==> src/rtl/prng_pkg.sv <==
// ============================================================================
// Module  : prng_pkg
// Brief   : Shared types and constants for the PRNG scheduler.
// Revision: 1.0
// ============================================================================
`default_nettype none

package prng_pkg;

    typedef enum logic [2:0] {
        IDLE   = 3'd0,
        SEED   = 3'd1,
        STEP   = 3'd2,
        SETTLE = 3'd3,
        GRANT  = 3'd4
    } state_t;

    localparam logic [15:0] LFSR16_LOCKUP = 16'hFFFF;
    localparam logic [15:0] LFSR16_SAFE   = 16'hFFFE;

    // The all-ones state never leaves an XNOR LFSR, so it is never loaded.
    function automatic logic [15:0] seed_fix(input logic [15:0] s);
        return (s == LFSR16_LOCKUP) ? LFSR16_SAFE : s;
    endfunction

    function automatic logic [2:0] oh_to_idx(input logic [7:0] oh);
        logic [2:0] idx;
        idx = '0;
        for (int i = 0; i < 8; i++) begin
            if (oh[i]) idx = 3'(i);
        end
        return idx;
    endfunction

endpackage

`default_nettype wire

==> src/rtl/prng_rr_arb.sv <==
// ============================================================================
// Module  : prng_rr_arb
// Brief   : Combinational round-robin pick: first set request at/after ptr.
// Revision: 1.0
// ============================================================================
`default_nettype none

module prng_rr_arb
    import prng_pkg::*;
#(
    parameter int NREQ = 2,
    parameter int PW   = 1
) (
    input  logic [NREQ-1:0] req_i,
    input  logic [PW-1:0]   ptr_i,
    output logic [NREQ-1:0] pick_o,
    output logic            found_o
);

    logic [PW-1:0] w_idx;

    always_comb begin
        pick_o  = '0;
        found_o = 1'b0;
        w_idx   = '0;
        for (int i = 0; i < NREQ; i++) begin
            w_idx = PW'((int'(ptr_i) + i) % NREQ);
            if (!found_o && req_i[w_idx]) begin
                pick_o[w_idx] = 1'b1;
                found_o       = 1'b1;
            end
        end
    end

endmodule

`default_nettype wire

==> src/rtl/prng_sched.sv <==
// ============================================================================
// Module  : prng_sched
// Brief   : Step-enable sequencer and round-robin arbiter for the LFSR datapath.
//           Optional macro PRNG_WHITEN_EN xors ctrl_sel into the captured byte.
// Revision: 1.0
// ============================================================================
`default_nettype none

module prng_sched
    import prng_pkg::*;
#(
    parameter int NREQ            = 2,
    parameter int DIV_TICK        = 50_000_000,
    parameter int STEPS_PER_GRANT = 8
) (
    input  logic            CLK,
    input  logic            rst,
    input  logic            EN,
    input  logic            seed_load,
    input  logic [15:0]     seed_data,
    input  logic [NREQ-1:0] req,
    output logic [NREQ-1:0] gnt,
    output logic            rnd_valid,
    output logic [7:0]      rnd_data,
    input  logic [7:0]      mux_out,
    input  logic [7:0]      ctrl_sel,
    output logic            lfsr16_step,
    output logic            lfsr8_step,
    output logic            lfsr_load,
    output logic [15:0]     lfsr_seed,
    output logic            tick,
    output logic            busy
);

    localparam int PW = (NREQ > 1) ? $clog2(NREQ) : 1;
    localparam int SW = (STEPS_PER_GRANT > 1) ? $clog2(STEPS_PER_GRANT) : 1;
    localparam int TW = (DIV_TICK > 1) ? $clog2(DIV_TICK) : 1;

    state_t          state_q;
    logic [SW-1:0]   cnt_q;
    logic [PW-1:0]   ptr_q;
    logic [NREQ-1:0] sel_q;
    logic            seed_pend_q;
    logic [15:0]     seed_hold_q;
    logic [TW-1:0]   tick_cnt_q;
    logic [NREQ-1:0] gnt_q;
    logic            rnd_valid_q;
    logic [7:0]      rnd_data_q;
    logic            lfsr16_step_q;
    logic            lfsr8_step_q;
    logic            lfsr_load_q;
    logic [15:0]     lfsr_seed_q;
    logic            tick_q;
    logic            busy_q;

    logic [NREQ-1:0] w_pick;
    logic            w_found;
    logic            w_seed_pend;
    logic [15:0]     w_seed_val;
    logic            w_seed_take;
    logic [7:0]      w_capture;

    prng_rr_arb #(
        .NREQ (NREQ),
        .PW   (PW)
    ) u_arb (
        .req_i   (req),
        .ptr_i   (ptr_q),
        .pick_o  (w_pick),
        .found_o (w_found)
    );

    // A pulse arriving in the same cycle is seen immediately by IDLE.
    assign w_seed_pend = seed_pend_q | seed_load;
    assign w_seed_val  = seed_load ? seed_data : seed_hold_q;
    assign w_seed_take = EN && (state_q == IDLE) && w_seed_pend;

`ifdef PRNG_WHITEN_EN
    assign w_capture = mux_out ^ ctrl_sel;
`else
    logic w_unused_ctrl;
    assign w_unused_ctrl = ^ctrl_sel;
    assign w_capture     = mux_out;
`endif

    always_ff @(posedge CLK or negedge rst) begin
        if (!rst) begin
            seed_pend_q <= 1'b0;
            seed_hold_q <= '0;
        end else begin
            if (seed_load) seed_hold_q <= seed_data;
            if (w_seed_take)    seed_pend_q <= 1'b0;
            else if (seed_load) seed_pend_q <= 1'b1;
        end
    end

    always_ff @(posedge CLK or negedge rst) begin
        if (!rst) begin
            tick_cnt_q <= '0;
            tick_q     <= 1'b0;
        end else if (!EN) begin
            tick_cnt_q <= '0;
            tick_q     <= 1'b0;
        end else if (tick_cnt_q == TW'(DIV_TICK - 1)) begin
            tick_cnt_q <= '0;
            tick_q     <= 1'b1;
        end else begin
            tick_cnt_q <= tick_cnt_q + 1'b1;
            tick_q     <= 1'b0;
        end
    end

    // Strobes default low each cycle; a branch raises them for the cycle it enters.
    always_ff @(posedge CLK or negedge rst) begin
        if (!rst) begin
            state_q       <= IDLE;
            cnt_q         <= '0;
            ptr_q         <= '0;
            sel_q         <= '0;
            gnt_q         <= '0;
            rnd_valid_q   <= 1'b0;
            rnd_data_q    <= '0;
            lfsr16_step_q <= 1'b0;
            lfsr8_step_q  <= 1'b0;
            lfsr_load_q   <= 1'b0;
            lfsr_seed_q   <= '0;
            busy_q        <= 1'b0;
        end else begin
            gnt_q         <= '0;
            rnd_valid_q   <= 1'b0;
            lfsr16_step_q <= 1'b0;
            lfsr8_step_q  <= 1'b0;
            lfsr_load_q   <= 1'b0;
            busy_q        <= 1'b0;
            if (!EN) begin
                state_q <= IDLE;
            end else begin
                case (state_q)
                    IDLE: begin
                        if (w_seed_take) begin
                            state_q     <= SEED;
                            lfsr_load_q <= 1'b1;
                            lfsr_seed_q <= seed_fix(w_seed_val);
                            busy_q      <= 1'b1;
                        end else if (w_found) begin
                            state_q       <= STEP;
                            sel_q         <= w_pick;
                            cnt_q         <= '0;
                            lfsr16_step_q <= 1'b1;
                            lfsr8_step_q  <= (STEPS_PER_GRANT == 1);
                            busy_q        <= 1'b1;
                        end
                    end
                    SEED: begin
                        state_q <= IDLE;
                    end
                    STEP: begin
                        busy_q <= 1'b1;
                        if (cnt_q == SW'(STEPS_PER_GRANT - 1)) begin
                            state_q <= SETTLE;
                        end else begin
                            cnt_q         <= cnt_q + 1'b1;
                            lfsr16_step_q <= 1'b1;
                            lfsr8_step_q  <= (cnt_q == SW'(STEPS_PER_GRANT - 2));
                        end
                    end
                    SETTLE: begin
                        state_q     <= GRANT;
                        rnd_data_q  <= w_capture;
                        gnt_q       <= sel_q;
                        rnd_valid_q <= 1'b1;
                        ptr_q       <= PW'((int'(oh_to_idx(8'(sel_q))) + 1) % NREQ);
                        busy_q      <= 1'b1;
                    end
                    GRANT: begin
                        state_q <= IDLE;
                    end
                    default: begin
                        state_q <= IDLE;
                    end
                endcase
            end
        end
    end

    assign gnt         = gnt_q;
    assign rnd_valid   = rnd_valid_q;
    assign rnd_data    = rnd_data_q;
    assign lfsr16_step = lfsr16_step_q;
    assign lfsr8_step  = lfsr8_step_q;
    assign lfsr_load   = lfsr_load_q;
    assign lfsr_seed   = lfsr_seed_q;
    assign tick        = tick_q;
    assign busy        = busy_q;

endmodule

`default_nettype wire

==> config.mk <==
export PLATFORM = sky130hd
export DESIGN_NAME = prng_sched
export DESIGN_NICKNAME = d
export VERILOG_FILES = /design/src/rtl/prng_pkg.sv /design/src/rtl/prng_rr_arb.sv /design/src/rtl/prng_sched.sv
export SDC_FILE = /design/constraint.sdc
export NUM_CORES = 1
export LEC_CHECK = 0
export ABC_AREA = 1
export CAP_MARGIN = 0
export CORE_MARGIN = 4
export CORE_UTILIZATION = 40
export DETAILED_ROUTE_END_ITERATION = 8
export DONT_BUFFER_PORTS = 1
export GPL_TIMING_DRIVEN = 0
export MAX_ROUTING_LAYER = met4
export PLACE_DENSITY = 0.61
export REMOVE_ABC_BUFFERS = 1
export SETUP_SLACK_MARGIN = 0.4
export SYNTH_ARGS = -nofsm -noshare
export SYNTH_HDL_FRONTEND = slang
export SYNTH_SLANG_ARGS = --single-unit
==> constraint.sdc <==
create_clock -name CLK -period 1.5 [get_ports CLK]
set_input_delay 0.3 -clock CLK [delete_from_list [all_inputs] [get_ports CLK]]
set_output_delay 0.3 -clock CLK [all_outputs]
set_load 0.005 [all_outputs]
# Word level (Yosys, flattened, before mapping)
# Cells that the tools add are included.
[totals]
regBits = 84
output_inout_bits = 32
word_cells = 103
in_bits = 38
[classes]
bitwise = 3
n_reduce_logical = 15
eq_ne = 11
add_sub_neg = 4
n_lt_le_gt_ge = 4
muxes = 50
[op_table]
columns = ["cell", "count"]
rows = [
  ["two-way mux 26 bit", 2],
  ["two-way mux 16 bit", 2],
  ["two-way mux 1 bit", 29],
  ["adder 26 x 1 -> 26 bit, second input constant", 1],
  ["== test 26 bit, second input constant", 1],
  ["two-way mux 3 bit", 7],
  ["== test 16 bit, second input constant", 1],
  ["one-hot mux 3 bit (3 select lines)", 1],
  ["two-way mux 2 bit", 4],
  ["== test 3 x 2 -> 1 bit, second input constant", 2],
  ["== test 3 bit, second input constant", 2],
  ["one-hot mux 3 bit (2 select lines)", 1],
  ["logical AND 1 bit", 5],
  ["AND reduction 5 bit", 1],
  ["< comparator 1 x 2 -> 1 bit, second input constant", 2],
  ["!= test 2 bit, second input constant", 2],
  ["!= test 4 x 3 -> 1 bit, second input constant", 1],
  ["one-hot mux 1 bit (2 select lines)", 2],
  ["AND reduction 2 bit", 2],
  ["AND reduction 4 bit", 1],
  ["nonzero test 2 bit", 2],
  ["adder 3 x 1 -> 3 bit, second input constant", 1],
  ["zero test 3 bit", 1],
  ["!= test 3 bit, second input constant", 1],
  ["other kinds (10)", 13],
]

# Logic depth before layout (Yosys ltp)
[logic_depth]
depth_word = 10
depth_mapped = 10
mapped_depth_nobuf = 9

# Modules after synthesis
# A second synthesis with hierarchy kept.
[unflattened]
hier_cells = 490
area_unflattened_um2 = 4006.3
[modules_own_cells]
columns = ["mod", "area_per_inst_um2", "seq_area_each_um2", "cells_per_inst", "instances"]
rows = [
  ["prng_sched", 3981.3, 2102.0, 484, 1],
  ["prng_rr_arb", 25.0, 0.0, 6, 1],
]

# Worst setup path after synthesis
# OpenSTA, ideal clock, no wires.
[synth_timing]
kind = "reg2reg"
from = "register cnt_q[0]"
to = "register cnt_q[1]"
n_path_buf = 0
slack_ps = 198
stages_incl_launch_ff = 7
period_less_slack_ps = 1302
setup_time_ps = 65
arrival_ps = 1237
required_time_ps = 1435
cell_sequence = "dfrtp_1 ha_1 ha_1 nor2_1 nand2_1 or2_2 nand2_1"
[synth_between]
elab_chain_len = 3
word_cells_on_any_way = 6
classes_between = "add/sub (1); eq/ne (2); mux (2); reduce/logical (1)"
[synth_rtl]
columns = ["item", "line_no", "rtl"]
rows = [
  ["from (decl)", "prng_sched.sv:40", "logic [SW-1:0] cnt_q;"],
  ["from (signal assigned)", "prng_sched.sv:162", "cnt_q <= cnt_q + 1'b1;"],
  ["adder 3 x 1 -> 3 bit or == test 3 bit (tied branches)", "prng_sched.sv:162, prng_sched.sv:159", ""],
  ["two-way mux 3 bit or != test 2 bit (tied branches)", "-", ""],
  ["one-hot mux 3 bit (2 select lines) or AND reduction 5 bit (tied branches)", "-", ""],
]
# Parallel ways exist; a longest one is shown, timed or not. The select of a mux whose other input is x is not followed.
# A chain may end at the register's enable or synchronous reset.

# Final worst setup path
[layout_timing]
from = "register tick_cnt_q[4]"
to = "register tick_cnt_q[15]"
[layout_between]
elab_chain_len = 3
word_cells_on_any_way = 4
classes_between = "add/sub (1); eq/ne (1); mux (2)"
[layout_rtl]
columns = ["item", "line_no", "rtl"]
rows = [
  ["from (decl)", "prng_sched.sv:45", "logic [TW-1:0] tick_cnt_q;"],
  ["from (signal assigned)", "prng_sched.sv:108", "tick_cnt_q <= tick_cnt_q + 1'b1;"],
  ["adder 26 x 1 -> 26 bit or == test 26 bit (tied branches)", "prng_sched.sv:108, prng_sched.sv:104", ""],
  ["two-way mux 26 bit (*)", "prng_sched.sv:104", "end else if (tick_cnt_q == TW'(DIV_TICK - 1)) begin"],
  ["two-way mux 26 bit (*)", "prng_sched.sv:101", "end else if (!EN) begin"],
]
# Every way passes the cells marked *; elsewhere a longest branch is shown, timed or not.

==> results by group <==
Yosys
  – Synth area leaders: dfrtp_1 (53%), nand2_1 (15%), nor2_1 (7.4%)
  – Share of synthesized area occupied by flip-flops and latches: 52.9%
  – Mapped Cells: approximately 500
  – Synthesized area: between 0.003 and 0.004 sq mm
  – Synth Register Bits: between 80 and 90
  – Synth top area share: ~53%
  – Yosys top cell by area: dfrtp_1
  – Syn. warnings: 0
  – Mean Syn Cell Area: around 7.9 sq um
  – Cell variety after synth: 28

Setup path
  – WP depth: 8
  – WS Path Type: flip-flop to flip-flop
  – CP max stage delay: between 0.4 and 0.5 ns
  – Startpoint Class: flip-flop
  – Reg2Reg Depth: 8
  – CP required: ~1.7 ns
  – CP max-delay cell: dfrtp_1
  – Critical Path Sink Type: flip-flop
  – Cell Chain, Critical Path: nand2_2, nor2_4, nand2_4, nor2_8, buf_4, nand3_1, nand2_1, nor2_1
  – Critical Path AT: between 1.5 and 2 ns
  – Crit-path leading delay family: simple AND/OR/NAND/NOR gates
  – Buf/Inv on CP: 1
  – Crit Path Max Fanout: 5

Place
  – HPWL Detailed: ~5700 microns
  – RePlAce Congestion: 0.885
  – Worst slack, placed: -0.340 ns
  – Number of I/O port buffers: 0

Die
  – Row Count: 36
  – # IOs: 70
  – Initial Util: 40.8%
  – Die width: between 100 and 150 microns
  – Core ar.: between 0.009 and 0.01 sq mm
  – Total die area: 0.0116 sq mm
  – Die height: between 100 and 150 microns

Clocking
  – CTS Sinks: between 80 and 90
  – Clock Latency Late Sink: around 0.35 ns
  – Clk slew on worst S/H paths: 0.08 ns
  – Max Root-Sink Buffers: 2
  – H-tree levels: 3
  – Root Buffer: clkbuf_8
  – TritonCTS Buffers: 9
  – CTS tree: yes

Global routing
  – Initial antenna violation count: 0
  – Total track usage: 17.1%
  – Grt total ovfl: 0
  – Vias in the first global route: roughly 3.3k
  – Pin count of the biggest net entering global routing: 85
  – First-pass GRT wire length: ~15000 microns

Drt
  – WL/cell: around 14 microns
  – Routed wire length: between 9000 and 10000 microns
  – Routed Antenna Nets: 0
  – Via/cell ratio: slightly below 5
  – DR DRC count: 0
  – Vias: 3315
  – Total iterations of the first detailed-routing run: 4
  – DR iter-0 viols: 237

Timing
  – Fmax: between 600 and 700 MHz
  – WHS: -0.361 ns
  – Endpoints failing setup: 0
  – Setup WS post-layout: between 0.02 and 0.03 ns
  – Min Clock Period, post-route: between 1 and 1.5 ns
  – Final Hold Vio Count: 84
  – Clock Skew: slightly below 0.009 ns
  – RSZ-0062 raised after global routing: yes
  – Worst rel slew slack: between 60% and 70%
  – Final Max Slew Viols: 0
  – Worst-Margin Slew: 0.571 ns
  – Final worst path period share: 98.1%

Layout
  – Share of layout cells above drive strength 1: approximately 27%
  – Commonest non-fill, non-tap cell in the layout: nand2_1
  – Most frequent cells in the layout: nand2_1 (128), dfrtp_1 (83), inv_1 (69), nor2_1 (63)
  – Area of the multi-input gates: just under 0.002 sq mm
  – # diodes: 0
  – FF+latch area: around 0.0021 sq mm
  – Nets@finish: slightly below 600
  – Finished Core Util: 51.6%
  – Synthesis-to-layout area growth: 26.4%
  – Filler cell count: between 900 and 1k

Power and ir drop
  – Sw Share: between 30 and 40%
  – Internal Power: 0.00436 W
  – Total power: 0.00654 W
  – Net switching power: 0.00218 W
  – Peak VDD IR: approximately 0.87 mV
  – Static leakage: between 2 and 3 nW
  – Sequential share of power: 48.1%
  – Power per cell area: approximately 1300 mW/mm^2
  – Combinational group share of total power: between 20% and 30%
  – Clock power frac: 24.4%

Hold path
  – Hold Path Class: input port to asynchronous set/reset pin

Status
  – Status: finished with violations
  – Failing checks: negative hold slack

Job
  – Max_cap viols: 0
per-layer routing:
metal  global-route usage (%)  wire (microns)  vias to the layer above
met5                        -               0                        -
met4                     6.04             116                        0
met3                     3.18             412                       12
met2                     27.8            4860                       67
met1                     21.4            4240                     1629
li1                         -               -                     1607
power by group through the flow:
stage	logic [W]	registers [W]	clock network [W]
after CTS	0.00142	0.00312	0.00162
after global placement	0.000827	0.00313	0
after detailed placement	0.000892	0.00313	0
after global routing	0.00198	0.00321	0.00175
final	0.00180	0.00315	0.00160
after floorplan	0.000703	0.00302	0
registers in the layout, indices dropped and copies added, names as in the netlist, 2 cells and up:
signal and count:
cnt_q 3, gnt 2, lfsr_seed 16, rnd_data 8
seed_hold_q 16, sel_q 2, state_q 3, tick_cnt_q 26
metrics by stage:
stage	instance area (sq um)	std cells	TNS, ns
final	5020	682	0
after floorplan	3920	495	0
after global routing	5020	682	-0.348
after detailed placement	4080	628	-3.89
after CTS	4680	666	0
after global placement	4080	628	-3.14
cells by family after synthesis:
kind of cell / Yosys count / share of synthesized area, %
AND/OR/NAND/NOR: 279 / 29.8
adder cells (fa/ha/maj): 4 / 1.26
flip-flops: 84 / 52.9
AO/OA/AOI/OAI: 36 / 4.57
buffers and inverters: 90 / 9.04
XOR/XNOR: 11 / 2.43
timing repair:
item	4_1_cts	5_1_grt
pin swaps	24	30
endpoints found under the setup margin	65	69
setup buffers	20	13
gates resized for setup	66	63
gates cloned	3	3
hold endpoints to repair	84	84
final timing paths:
check / endpoint / slack, ns / from
worst max-delay path: tick_cnt_q[15] / 0.03 / tick_cnt_q[4]
worst min-delay path: tick_cnt_q[23] / -0.36 / rst
worst max register to register: tick_cnt_q[15] / 0.03 / tick_cnt_q[4]
worst min register to register: seed_hold_q[9] / 0.50 / seed_hold_q[9]
max in group asynchronous: rnd_data[1] / 1.72 / rst
min in group CLK: rnd_data[2] / 0.06 / mux_out[2]
cells in the mapped netlist:
cell and count:
ha_1 4, nor3_1 6, o21ai_0 28, a31oi_1 1, clkinv_1 1, nand2_4 1
nor2_2 4, dfrtp_1 84, a21oi_1 5, or2_2 2, buf_2 5, nand2_2 4
buf_6 1, nor2_4 4, nand3b_2 1, xor2_1 6, clkbuf_1 1, buf_4 2
nand3_1 18, nand2_1 157, nand4_1 2, inv_2 3, nor2_1 78, nand3_4 1
inv_1 77, nor2_8 1, o21ai_1 2, xnor2_1 5
final cells by class:
type	instances	area share (%)
Clock inverter	4	0.997
Timing Repair Buffer	34	6.58
Sequential cell	84	41.9
Multi-Input combinational cell	335	38.3
Inverter	81	6.13
Tap cell	133	3.31
Clock buffer	11	2.82
worst reg2reg max path: cells and delay by family (launching register included):
kind | cells | cell delay (ns)
DFF | 1 | 0.43
and+or+nand+nor | 7 | 0.81
buffers and inverters | 1 | 0.14
Power figures use the tool's default switching activity.
==> variant: new RTL, same settings <==
Set the parameter `DIV_TICK` to 12_500_000 (it was 50_000_000).
--- a/src/rtl/prng_sched.sv
+++ b/src/rtl/prng_sched.sv
@@ -11,5 +11,5 @@
 #(
     parameter int NREQ            = 2,
-    parameter int DIV_TICK        = 50_000_000,
+    parameter int DIV_TICK        = 12_500_000,
     parameter int STEPS_PER_GRANT = 8
 ) (
Check against the original RTL: same outputs for any inputs over 4 cycles, from zero or initial values and one cycle with rst low; that may be too few to reach the edited logic, so the function may still have changed.
==> variant against the original RTL <==
Power increased by 0.43%. Largest power group unchanged. Sequential cell count decreased by 2. Count of clock-buffer cells in the layout decreased by 1. The flow still finishes with violations (hold timing). Critical endpoint is now tick_cnt_q[16]. Wire length increased by 0.28%. Sequential share of layout area decreased by 0.44 points. Worst setup slack got worse by 4.1 ps. Design area decreased by 1.3%. Via count decreased by 1.9%. Synthesized cell count increased by 1.4%. Area after synthesis decreased by 2.0%.
==> variant: results (changes against the original RTL) <==
vias in the first global route -> 3,309 (+0.73%)
routed length per instance -> 14.2 µm (+0.87%)
NumNets Final -> 586 (-0.17%)
delay of the slowest cell on the worst path -> 380 ps (-50 ps)
met1 track utilization from global routing -> 22.3% (+0.95 points)
Synth area leaders -> sky130_fd_sc_hd__dfrtp_1, sky130_fd_sc_hd__nand2_1, sky130_fd_sc_hd__inv_1
number of flip-flops under the largest register name -> 24 (-7.7%)
Netlist cell types -> 26 (-7.1%)
pin count of the biggest net entering global routing -> 83 (-2.4%)
worst slack at placement -> -422 ps (-81.6 ps)
max-slew headroom at the worst pin -> 67.8% (+6.3 points)
DRT iter0 DRCs -> 141 (-41%)
violated checks -> hold timing
Post-Place Cell Area -> 4000 µm² (-2.0%)
fraction of final layout cells with drive strength greater than 1 -> 26.4% (-0.73 points)
worst hold margin -> -363 ps (-2.56 ps)
global routing met2 resource utilization -> 29.9% (+2.1 points)
Final HPWL DP -> 5470 µm (-3.8%)
post-route clock skew -> 11.7 ps (+2.90 ps)
GR met3 Demand/Resource -> 5.30% (+2.1 points)
result of the run -> finished, violations left
Hold Vio Cnt, Final -> 82 (-2.4%)
first-pass GRT wire length -> 16,100 µm (+5.5%)
DR vias/cell -> 4.80 (-1.3%)
static power due to leakage -> 0.00249 µW (-2.0%)
RR Startpoint -> tick_cnt_q[0]
variant: cell count changes after synthesis, moves of 2 or more:
cell and change:
sky130_fd_sc_hd__nand3_1 -5, sky130_fd_sc_hd__inv_1 +9, sky130_fd_sc_hd__xnor2_1 -5, sky130_fd_sc_hd__dfrtp_1 -2, sky130_fd_sc_hd__nand3_2 +2, sky130_fd_sc_hd__nand2_1 +15, sky130_fd_sc_hd__o21ai_0 -2, sky130_fd_sc_hd__nor2_2 -2
sky130_fd_sc_hd__nand4_1 +2
variant: worst paths after layout:
path / slack (ps) / cells past startpoint / to
min reg2reg: 460 / 1 / tick_cnt_q[0]
max: 20 / 9 / tick_cnt_q[16]
min: -360 / 0 / seed_hold_q[8]
max reg2reg: 20 / 9 / tick_cnt_q[16]
min in group CLK: 50 / 2 / rnd_data[7]
max in group asynchronous: 1710 / 0 / tick_cnt_q[22]
variant: where the power goes:
part	switching, µW	total (µW)	internal, µW
clock	860	1690	833
sequential	437	3140	2700
combinational	930	1740	811
total	2230	6570	4340
variant: logic make-up after synthesis:
logic type	count (synthesis)	synth area share, %
and+or+nand+nor	286	30.0
buffers and inverters	98	9.93
DFF	82	52.7
AOI/OAI and AO/OA	34	4.47
xor gates and xnor gates	7	1.57
adders and majority gates	4	1.29
variant: area by class of cell:
| class | count | area [µm²] |
|---|---|---|
| clock buffer | 10 | 138 |
| multi-input combinational | 336 | 1860 |
| sequential | 82 | 2050 |
| tap | 129 | 161 |
| timing repair buffer | 25 | 314 |
| timing repair inverter | 1 | 6.26 |
| inverter | 89 | 344 |
| fill | 885 | 4420 |
| clock inverter | 6 | 72.6 |
variant: layer usage:
| metal | wire length, µm | share of wire, % |
|---|---|---|
| met3 | 510 | 5.3 |
| met5 | 0 | 0 |
| met1 | 4110 | 43 |
| met4 | 162 | 1.7 |
| met2 | 4880 | 51 |
variant: what timing repair did:
action	4_1_cts	5_1_grt
gates resized for setup	102	40
endpoints found under the hold margin	82	82
gates cloned	9	0
buffers inserted	13	9
pin swaps	38	18
setup endpoints to repair	64	83
variant: worst register-to-register path: cells and delay by family (launching register included):
| family | cells | cell delay, ps |
|---|---|---|
| flip-flops | 1 | 380 |
| AND/OR/NAND/NOR | 7 | 630 |
| buffers and inverters | 1 | 170 |
| adder cells (fa/ha/maj) | 1 | 200 |
variant: stage by stage:
stage | util [%] | std cells
after floorplan | - | 502
after global placement | 42.7 | 631
after detailed placement | 42.7 | 631
after CTS | 50.6 | 669
after global routing | 52.9 | 678
final | 52.9 | 678
